## src/rtl/alu_muldiv_iter_if.sv

```systemverilog
// Request/response bundle between the EX stage and the iterative mul/div unit.
// A transfer happens on a rising edge where valid and ready are both high; the sender holds
// valid and its payload stable until then, and ready may not depend on the same side's valid.
interface alu_muldiv_iter_if #(
  parameter int XLEN  = 32,
  parameter int TAG_W = 5
);
  logic             in_valid;
  logic             in_ready;
  logic [2:0]       in_op;
  logic [XLEN-1:0]  in_a;
  logic [XLEN-1:0]  in_b;
  logic [TAG_W-1:0] in_tag;
  logic             out_valid;
  logic             out_ready;
  logic [XLEN-1:0]  out_res;
  logic [TAG_W-1:0] out_tag;
  logic             busy;

  modport master (
    output in_valid, in_op, in_a, in_b, in_tag, out_ready,
    input  in_ready, out_valid, out_res, out_tag, busy
  );

  modport slave (
    input  in_valid, in_op, in_a, in_b, in_tag, out_ready,
    output in_ready, out_valid, out_res, out_tag, busy
  );
endinterface

```

## src/rtl/alu_muldiv_iter.sv

```systemverilog
// Iterative RV32M multiply/divide: shift-add multiply and restoring divide on operand
// magnitudes, one bit per cycle, with the sign fixed up on the final iteration.
module alu_muldiv_iter #(
  parameter int XLEN  = 32,
  parameter int TAG_W = 5
) (
  input  logic                clk,
  input  logic                rstn,
  input  logic                flush,
  alu_muldiv_iter_if.slave    bus,
  output logic [1:0]          dbg_state
);
  localparam int CW = $clog2(XLEN + 1);

  typedef enum logic [1:0] {S_IDLE = 2'd0, S_BUSY = 2'd1, S_DONE = 2'd2} state_t;

  state_t             state, state_nx;
  logic [2:0]         op_q;
  logic [TAG_W-1:0]   tag_q;
  logic [XLEN-1:0]    opb_q, res_q;
  logic [2*XLEN-1:0]  acc_q, acc_nx;
  logic               neg_q;
  logic [CW-1:0]      cnt_q;

  logic               a_sgn, b_sgn, neg_a, neg_b, res_neg;
  logic               b_zero, ovf, special, accept;
  logic [XLEN-1:0]    mag_a, mag_b, special_res, sel, final_res;
  logic [XLEN:0]      sum_m, r_sh, diff;
  logic [2*XLEN-1:0]  mul_nx, div_nx, prod_s;

  // Operand preparation for the op being offered this cycle.
  always_comb begin
    a_sgn = 1'b0;
    b_sgn = 1'b0;
    case (bus.in_op)
      3'd0, 3'd1, 3'd4, 3'd6: begin a_sgn = 1'b1; b_sgn = 1'b1; end
      3'd2:                   a_sgn = 1'b1;
      default:                ;
    endcase
    neg_a   = a_sgn & bus.in_a[XLEN-1];
    neg_b   = b_sgn & bus.in_b[XLEN-1];
    mag_a   = neg_a ? -bus.in_a : bus.in_a;
    mag_b   = neg_b ? -bus.in_b : bus.in_b;
    // Remainder follows the dividend; product and quotient follow the operand signs.
    res_neg = (bus.in_op[2] && bus.in_op[1]) ? neg_a : (neg_a ^ neg_b);
    b_zero  = (bus.in_b == '0);
    ovf     = bus.in_op[2] && !bus.in_op[0] &&
              (bus.in_a == {1'b1, {(XLEN-1){1'b0}}}) && (bus.in_b == '1);
    special = bus.in_op[2] && (b_zero || ovf);
    if (b_zero)
      special_res = bus.in_op[1] ? bus.in_a : '1;
    else
      special_res = bus.in_op[1] ? '0 : bus.in_a;
  end

  // One iteration of either algorithm on the accumulator {hi, lo}.
  always_comb begin
    sum_m  = {1'b0, acc_q[2*XLEN-1:XLEN]} + (acc_q[0] ? {1'b0, opb_q} : {(XLEN+1){1'b0}});
    mul_nx = {sum_m, acc_q[XLEN-1:1]};
    r_sh   = {acc_q[2*XLEN-1:XLEN], acc_q[XLEN-1]};
    diff   = r_sh - {1'b0, opb_q};
    if (diff[XLEN])
      div_nx = {r_sh[XLEN-1:0], acc_q[XLEN-2:0], 1'b0};
    else
      div_nx = {diff[XLEN-1:0], acc_q[XLEN-2:0], 1'b1};
    acc_nx = op_q[2] ? div_nx : mul_nx;
    prod_s = neg_q ? -acc_nx : acc_nx;
    sel    = op_q[1] ? acc_nx[2*XLEN-1:XLEN] : acc_nx[XLEN-1:0];
    if (!op_q[2])
      final_res = (op_q[1:0] == 2'd0) ? prod_s[XLEN-1:0] : prod_s[2*XLEN-1:XLEN];
    else
      final_res = neg_q ? -sel : sel;
  end

  always_comb begin
    state_nx = state;
    accept   = 1'b0;
    case (state)
      S_IDLE: if (bus.in_valid) begin
        accept   = 1'b1;
        state_nx = special ? S_DONE : S_BUSY;
      end
      S_BUSY: if (cnt_q == CW'(1)) state_nx = S_DONE;
      S_DONE: if (bus.out_ready)   state_nx = S_IDLE;
      default: state_nx = S_IDLE;
    endcase
    if (flush) begin
      state_nx = S_IDLE;
      accept   = 1'b0;
    end
  end

  always_ff @(posedge clk or negedge rstn) begin
    if (!rstn) state <= S_IDLE;
    else       state <= state_nx;
  end

  always_ff @(posedge clk or negedge rstn) begin
    if (!rstn) begin
      op_q  <= '0;
      tag_q <= '0;
      opb_q <= '0;
      acc_q <= '0;
      neg_q <= 1'b0;
      cnt_q <= '0;
      res_q <= '0;
    end else if (flush) begin
      cnt_q <= '0;
    end else if (accept) begin
      op_q  <= bus.in_op;
      tag_q <= bus.in_tag;
      opb_q <= mag_b;
      acc_q <= {{XLEN{1'b0}}, mag_a};
      neg_q <= res_neg;
      cnt_q <= CW'(XLEN);
      if (special) res_q <= special_res;
    end else if (state == S_BUSY) begin
      acc_q <= acc_nx;
      cnt_q <= cnt_q - CW'(1);
      if (cnt_q == CW'(1)) res_q <= final_res;
    end
  end

  assign bus.in_ready  = (state == S_IDLE);
  assign bus.out_valid = (state == S_DONE);
  assign bus.busy      = (state != S_IDLE);
  assign bus.out_res   = res_q;
  assign bus.out_tag   = tag_q;
  assign dbg_state     = state;
endmodule
```

## src/flat_wrapper.sv

```systemverilog
// flat-port wrapper written by rule: the top's interface ports become plain ports
module alu_muldiv_iter_flat 
#(
  parameter int XLEN  = 32,
  parameter int TAG_W = 5
)
  (clk, rstn, flush, dbg_state, bus_in_valid, bus_in_op, bus_in_a, bus_in_b, bus_in_tag, bus_out_ready, bus_in_ready, bus_out_valid, bus_out_res, bus_out_tag, bus_busy);
  alu_muldiv_iter_if #(.XLEN(XLEN), .TAG_W(TAG_W)) bus_i ();
  input  logic clk;
  input  logic rstn;
  input  logic flush;
  output logic [1:0] dbg_state;
  input wire logic [$bits(bus_i.in_valid)-1:0] bus_in_valid;
  input wire logic [$bits(bus_i.in_op)-1:0] bus_in_op;
  input wire logic [$bits(bus_i.in_a)-1:0] bus_in_a;
  input wire logic [$bits(bus_i.in_b)-1:0] bus_in_b;
  input wire logic [$bits(bus_i.in_tag)-1:0] bus_in_tag;
  input wire logic [$bits(bus_i.out_ready)-1:0] bus_out_ready;
  output wire logic [$bits(bus_i.in_ready)-1:0] bus_in_ready;
  output wire logic [$bits(bus_i.out_valid)-1:0] bus_out_valid;
  output wire logic [$bits(bus_i.out_res)-1:0] bus_out_res;
  output wire logic [$bits(bus_i.out_tag)-1:0] bus_out_tag;
  output wire logic [$bits(bus_i.busy)-1:0] bus_busy;
  assign bus_i.in_valid = bus_in_valid;
  assign bus_i.in_op = bus_in_op;
  assign bus_i.in_a = bus_in_a;
  assign bus_i.in_b = bus_in_b;
  assign bus_i.in_tag = bus_in_tag;
  assign bus_i.out_ready = bus_out_ready;
  assign bus_in_ready = bus_i.in_ready;
  assign bus_out_valid = bus_i.out_valid;
  assign bus_out_res = bus_i.out_res;
  assign bus_out_tag = bus_i.out_tag;
  assign bus_busy = bus_i.busy;
  alu_muldiv_iter #(.XLEN(XLEN), .TAG_W(TAG_W)) u_core (.clk(clk), .rstn(rstn), .flush(flush), .bus(bus_i), .dbg_state(dbg_state));
endmodule
```

## config.mk

```make
export PLATFORM = sky130hd
export DESIGN_NAME = alu_muldiv_iter_flat
export DESIGN_NICKNAME = d
export VERILOG_FILES = /design/src/rtl/alu_muldiv_iter_if.sv /design/src/rtl/alu_muldiv_iter.sv /design/src/flat_wrapper.sv
export SDC_FILE = /design/constraint.sdc
export NUM_CORES = 1
export LEC_CHECK = 0
export CORE_UTILIZATION = 47
export DETAILED_ROUTE_END_ITERATION = 6
export PLACE_DENSITY = 0.66
export SETUP_SLACK_MARGIN = 0.5
export SLEW_MARGIN = 20
export SYNTH_ARGS = -nofsm -noshare
export SYNTH_HDL_FRONTEND = slang
export SYNTH_SLANG_ARGS = --single-unit
```

## constraint.sdc

```tcl
create_clock -name clk -period 11.55 [get_ports clk]
set_input_delay 1.7325 -clock clk [delete_from_list [all_inputs] [get_ports clk]]
set_output_delay 1.7325 -clock clk [all_outputs]
set_load 0.1 [all_outputs]
```

Word-level counts from Yosys, hierarchy flattened
Index checks and enable logic that the tools add are counted.
{"block": "word_totals", "word_cells": 87, "mem_bits_ro": 0, "inputBits": 77, "latchBits": 0, "ramBits": 0, "ff_bits": 145, "memories": 0}
{"block": "classes", "n_lt_le_gt_ge": 0, "shift": 0, "mul": 0, "muxes": 34, "addsub": 7, "eq_ne": 13, "div": 0, "reduce_logical": 21, "n_bitwise": 4}
{"operator": "$mux W32", "count": 14}
{"operator": "$mux W64", "count": 5}
{"operator": "$neg A32 Y32", "count": 3}
{"operator": "$eq A32 B32 Y1 const B", "count": 2}
{"operator": "$neg A64 Y64", "count": 1}
{"operator": "$add A32 B33 Y33", "count": 1}
{"operator": "$sub A33 B32 Y33", "count": 1}
{"operator": "$logic_not A32 Y1", "count": 1}
{"operator": "$mux W6", "count": 3}
{"operator": "$mux W2", "count": 5}
{"operator": "$eq A3 B3 Y1 const B", "count": 2}
{"operator": "$eq A6 B1 Y1 const B", "count": 1}
{"operator": "$mux W1", "count": 6}
{"operator": "$ne A3 B3 Y1 const B", "count": 2}
{"operator": "$pmux W2 S3", "count": 1}
{"operator": "$reduce_bool A2 Y1", "count": 3}
{"operator": "$sub A6 B1 Y6 const B", "count": 1}
{"operator": "$logic_and A1 B1 Y1", "count": 5}
{"operator": "$reduce_or A5 Y1", "count": 1}
{"operator": "$logic_not A2 Y1", "count": 2}
{"operator": "$reduce_and A2 Y1", "count": 2}
{"operator": "$reduce_and A4 Y1", "count": 1}
{"operator": "$reduce_or A4 Y1", "count": 1}
{"operator": "$eq A3 B1 Y1 const B", "count": 1}
{"operator": "other kinds (13)", "count": 14}

Depth between registers and ports, before layout
{"block": "logic_depth", "ltp_word": 10, "ltp_mapped": 27}

Least setup slack after synthesis
No wires, ideal clock.
{"block": "synth_timing", "kind": "register to register", "startpoint": "register u_core.acc_q[31]", "endpoint": "register u_core.res_q[24], in the netlist u_core.bus.out_res[24]", "synth_period_minus_slack_ns": 5.330, "arrival_time_ns": 5.263, "path_stages_with_launch": 28, "setup_ns": 0.067, "t_required_ns": 11.483, "setup_slack_ns": 6.220, "path_buffers": 3, "cell_sequence": "dfrtp_1 -> clkbuf_1 -> inv_1 -> ha_1 -> inv_1 -> fa_1 -> a211oi_1 -> o211ai_1 -> a31o_1 -> o211a_1 -> o211ai_2 -> buf_6 -> nor2_1 -> nor2_1 -> ha_1 -> o2111ai_1 -> nor2_1 -> nand3_1 -> or3_1 -> clkbuf_1 -> nor3_1 -> o221a_2 -> nand3_1 -> nor2_1 -> nand3_1 -> mux2i_1 -> a2111oi_0 -> a211o_1"}
{"block": "synth_via", "elab_chain_cells": 10, "elab_cells_between_ends": 13, "classes_between": "add/sub: 3; mux: 10"}
{"item": "start: declaration", "line": "alu_muldiv_iter.sv:21", "source": "logic [2*XLEN-1:0] acc_q, acc_nx;"}
{"item": "start signal: assignment", "line": "alu_muldiv_iter.sv:113", "source": "acc_q <= {{XLEN{1'b0}}, mag_a};"}
{"item": "start signal: assignment", "line": "alu_muldiv_iter.sv:118", "source": "acc_q <= acc_nx;"}
{"item": "$sub A33 B32 Y33", "line": "alu_muldiv_iter.sv:61", "source": "diff = r_sh - {1'b0, opb_q};"}
{"item": "$mux W64", "line": "alu_muldiv_iter.sv:62", "source": "if (diff[XLEN])"}
{"item": "$mux W64 *", "line": "alu_muldiv_iter.sv:66", "source": "acc_nx = op_q[2] ? div_nx : mul_nx;"}
{"item": "$neg A64 Y64 / $mux W32 (equally long branches)", "line": "alu_muldiv_iter.sv:67, alu_muldiv_iter.sv:68"}
{"item": "$mux W64 / $neg A32 Y32 (equally long branches)", "line": "alu_muldiv_iter.sv:67, alu_muldiv_iter.sv:72"}
{"item": "$mux W32 (on tied branches)", "line": "alu_muldiv_iter.sv:70, alu_muldiv_iter.sv:72"}
{"item": "$mux W32 *", "line": "alu_muldiv_iter.sv:69", "source": "if (!op_q[2])"}
{"item": "$mux W32 *", "line": "alu_muldiv_iter.sv:120", "source": "if (cnt_q == CW'(1)) res_q <= final_res;"}
{"item": "$mux W32 *", "line": "alu_muldiv_iter.sv:117", "source": "end else if (state == S_BUSY) begin"}
{"item": "$mux W32 *", "line": "alu_muldiv_iter.sv:109", "source": "end else if (accept) begin"}
{"item": "end signal: assignment", "line": "alu_muldiv_iter.sv:116", "source": "if (special) res_q <= special_res;"}
{"item": "end signal: assignment", "line": "alu_muldiv_iter.sv:120"}
{"item": "end: declaration", "line": "alu_muldiv_iter.sv:20", "source": "logic [XLEN-1:0] opb_q, res_q;"}
Every way passes the cells marked *; elsewhere a longest branch is shown, timed or not. The select of a mux whose other input is x is not followed.
A chain may end at the register's enable or synchronous reset.

Final worst setup path
Ends and elaborated chain as after synthesis.

==> reports/qor.csv <==
metric;value;unit
outcome;completed;
crit-path leading delay family;compound AO/OA/AOI/OAI gates;
commonest non-fill, non-tap cell in the layout;nand2_1;
Fin. Hold Viols;0;
Util after Layout;53.7;%
prevailing post-synth register cell;dfrtp_1;
CP Depth;26;
Final setup viols;0;
hold crit path type;flop to flop;
Seq. cell area;3640;um2
DP Wirelength;60000;um
crit path buf inv count;4;
FFs w/ async S/R, synth;100;%
clock skew;12.5;ps
CTS max path bufs;2;
hold_sp;u_core.bus.out_tag[0];
initial core utilization;48.1;%
P per Cell Area;316;nW/um2
Critical Path Fanout Max;51;
top cell type's share of synthesized area;20.5;%
min Tclk post-route;7200;ps
CTS buffer count;17;
CP Launch Type;flop;
Routed WL per cell;25.6;um
core box area;36900;um2
Fmax achieved;139;MHz
overflow left after global routing;0;
syn_nets;2657;
worst slew pin tran;1100;ps
Rel. slew slack;26.5;%
top cells by area, synth;dfrtp_1 (20%), nand2_1 (7.2%), o21ai_0 (6.9%);
DR iter-0 viols;2457;
Final period util;62.4;%
antenna violations before repair;3;
largest area contributor in the netlist;dfrtp_1;
fin. max-slew vios;0;
Worst-Skew Late Latency;460;ps
critical path class;flop to flop;
area delta synth->final;11.7;%
proportion of layout cells with a drive suffix above 1;5.14;%
Resized cells post-CTS;0;
# hold bufs at CTS;0;
Unique masters post-synth;94;
Post-Place Worst Slack;4630;ps
R2R cell count;26;
first-pass GRT wire length;118000;um
Fill cells;3713;
dpl cell area;19200;um2
leading cell types in the layout, fill and taps excluded;nand2_1 (342), o21ai_0 (243), nor2_1 (217);
Site Rows;70;
Max stage delay on crit path;520;ps
Reg-to-Reg End;u_core.bus.out_res[24];
Final Wtd Congestion;1.03;
vias in the first global route;18900;
cell area after synthesis;17700;um2
reg2reg start;u_core.acc_q[31];
Avg Cell Area, Syn;7.07;um2
Clk pin slew, worst setup/hold paths;70;ps
chip height;196;um
gr usage total;40.5;%
setup bufs post-CTS;0;
Routed Wire Length;77800;um
EDFF count, synth;0;
via count;20400;
Synth Register Bits;145;
htree depth;4;
Antenna Cells;0;
Clock Sinks;145;
residual DRC count;0;
number of port buffers;118;
worst-path cell with the longest stage delay;buf_4;
DIE WIDTH;196;um
WHS Endpoint;u_core.bus.out_tag[0];
VDD IR max;0.270;mV
hold depth;2;
R2R setup slack;4350;ps
Worst Setup End Kind;flop;
maximum capacitance violations;0;
via/cell ratio;6.71;
Syn. warnings;0;
antenna-violating nets left;0;
register area share after synthesis;20.5;%
worst path arrival time;7610;ps
Post-Route Setup TNS;0;ps
RSZ-0062 raised after global routing;no;
footprint of the multi-input gates;13200;um2
Root Driver;clkbuf_16;
layout net count;2668;
Worst Slack Setup Final;4350;ps
DIE AREA;38500;um2
leakage;7.78;nW
largest net degree at the start of global routing;81;
num ports;119;
CTS tree;done;
CP most frequent cell;nor2_1;
WP data required;11950;ps
Synth Instances;2507;
post-route cell area;19800;um2
DR pass1 iterations;6;
==> flip-flops by register name, summed over array words and instances, names as in the netlist <==
register / flops
u_core.acc_q: 64
u_core.cnt_q: 6
u_core.dbg_state: 2
u_core.op_q: 3
u_core.neg_q: 1
u_core.bus.out_tag: 5
u_core.opb_q: 32
u_core.bus.out_res: 32
==> report_power, final <==
part / internal [mW] / leakage [nW] / switching, mW
registers: 0.684 / 1.84 / 0.322
clock network: 0.361 / 0.304 / 0.254
logic: 1.46 / 5.64 / 3.17
==> synth_stat cells (30+ instances only) <==
library cell	number
nand2_1	342
o21ai_0	244
nor2_1	220
a21oi_1	198
dfrtp_1	145
clkbuf_1	123
nor3_1	84
xor2_1	78
xnor2_1	77
nand3_1	76
inv_1	75
ha_1	71
o211ai_1	62
and2_1	52
mux2i_1	52
a211oi_1	48
a31oi_1	31
o31ai_1	30
==> logic make-up after synthesis <==
family | share of synthesized area (%)
xor+xnor | 7.65
fa+ha+maj | 5.23
flops | 20.5
simple gates | 26.9
mux | 4.29
buf+inv | 5.26
compound gates | 30.2
==> worst reg2reg max path: stages (launching register included) <==
cell       delay [ps]
dfrtp_1           490
inv_1             150
ha_1              190
inv_1              60
fa_1              450
a211oi_1          310
o211ai_1          250
a31o_1            270
o211a_1           280
o211ai_4          180
buf_4             520
nor2_1            100
buf_4             200
nor2_1            170
ha_1              250
o2111ai_1         280
nor2_1            460
nand3_1           310
or3_1             500
nor3_1            190
o221a_2           290
nand3_1            90
nor2_1            310
nand3_1           150
mux2i_1           160
a2111oi_0         390
a211o_1           150
==> per-stage QoR <==
stage | total power [mW] | hold slack, ps | std cells
2_1_floorplan | 4.05 | 461 | 2507
3_3_place_gp | 5.49 | 460 | 3003
3_5_place_dp | 5.49 | 462 | 3003
4_1_cts | 6.12 | 488 | 3035
5_1_grt | 6.58 | 518 | 3035
6_report | 6.26 | 485 | 3035
==> cell type report <==
cell class / instances / area share (%)
Multi-Input combinational cell: 2126 / 66.7
Inverter: 77 / 1.46
Sequential cell: 145 / 18.4
Timing Repair Buffer: 151 / 7.22
Tap cell: 504 / 3.18
Clock inverter: 14 / 0.947
Clock buffer: 18 / 2.17
==> per-layer routing <==
layer / up-vias / routed length, um / track usage [%]
li1: 9247 / - / -
met1: 9825 / 33400 / 55.3
met2: 1089 / 33600 / 61.5
met3: 206 / 7040 / 7.98
met4: 2 / 3730 / 18.1
met5: - / 13 / 0
==> worst max path at each step <==
stage | startpoint | to
floorplan | u_core.acc_q[31] | u_core.bus.out_res[24]
global placement | u_core.acc_q[31] | u_core.bus.out_res[24]
detailed placement | u_core.acc_q[31] | u_core.bus.out_res[24]
CTS | u_core.acc_q[31] | u_core.bus.out_res[24]
global route | u_core.acc_q[31] | u_core.bus.out_res[24]
finish | u_core.acc_q[31] | u_core.bus.out_res[24]
Note: power is estimated with default switching activity, not from simulation.
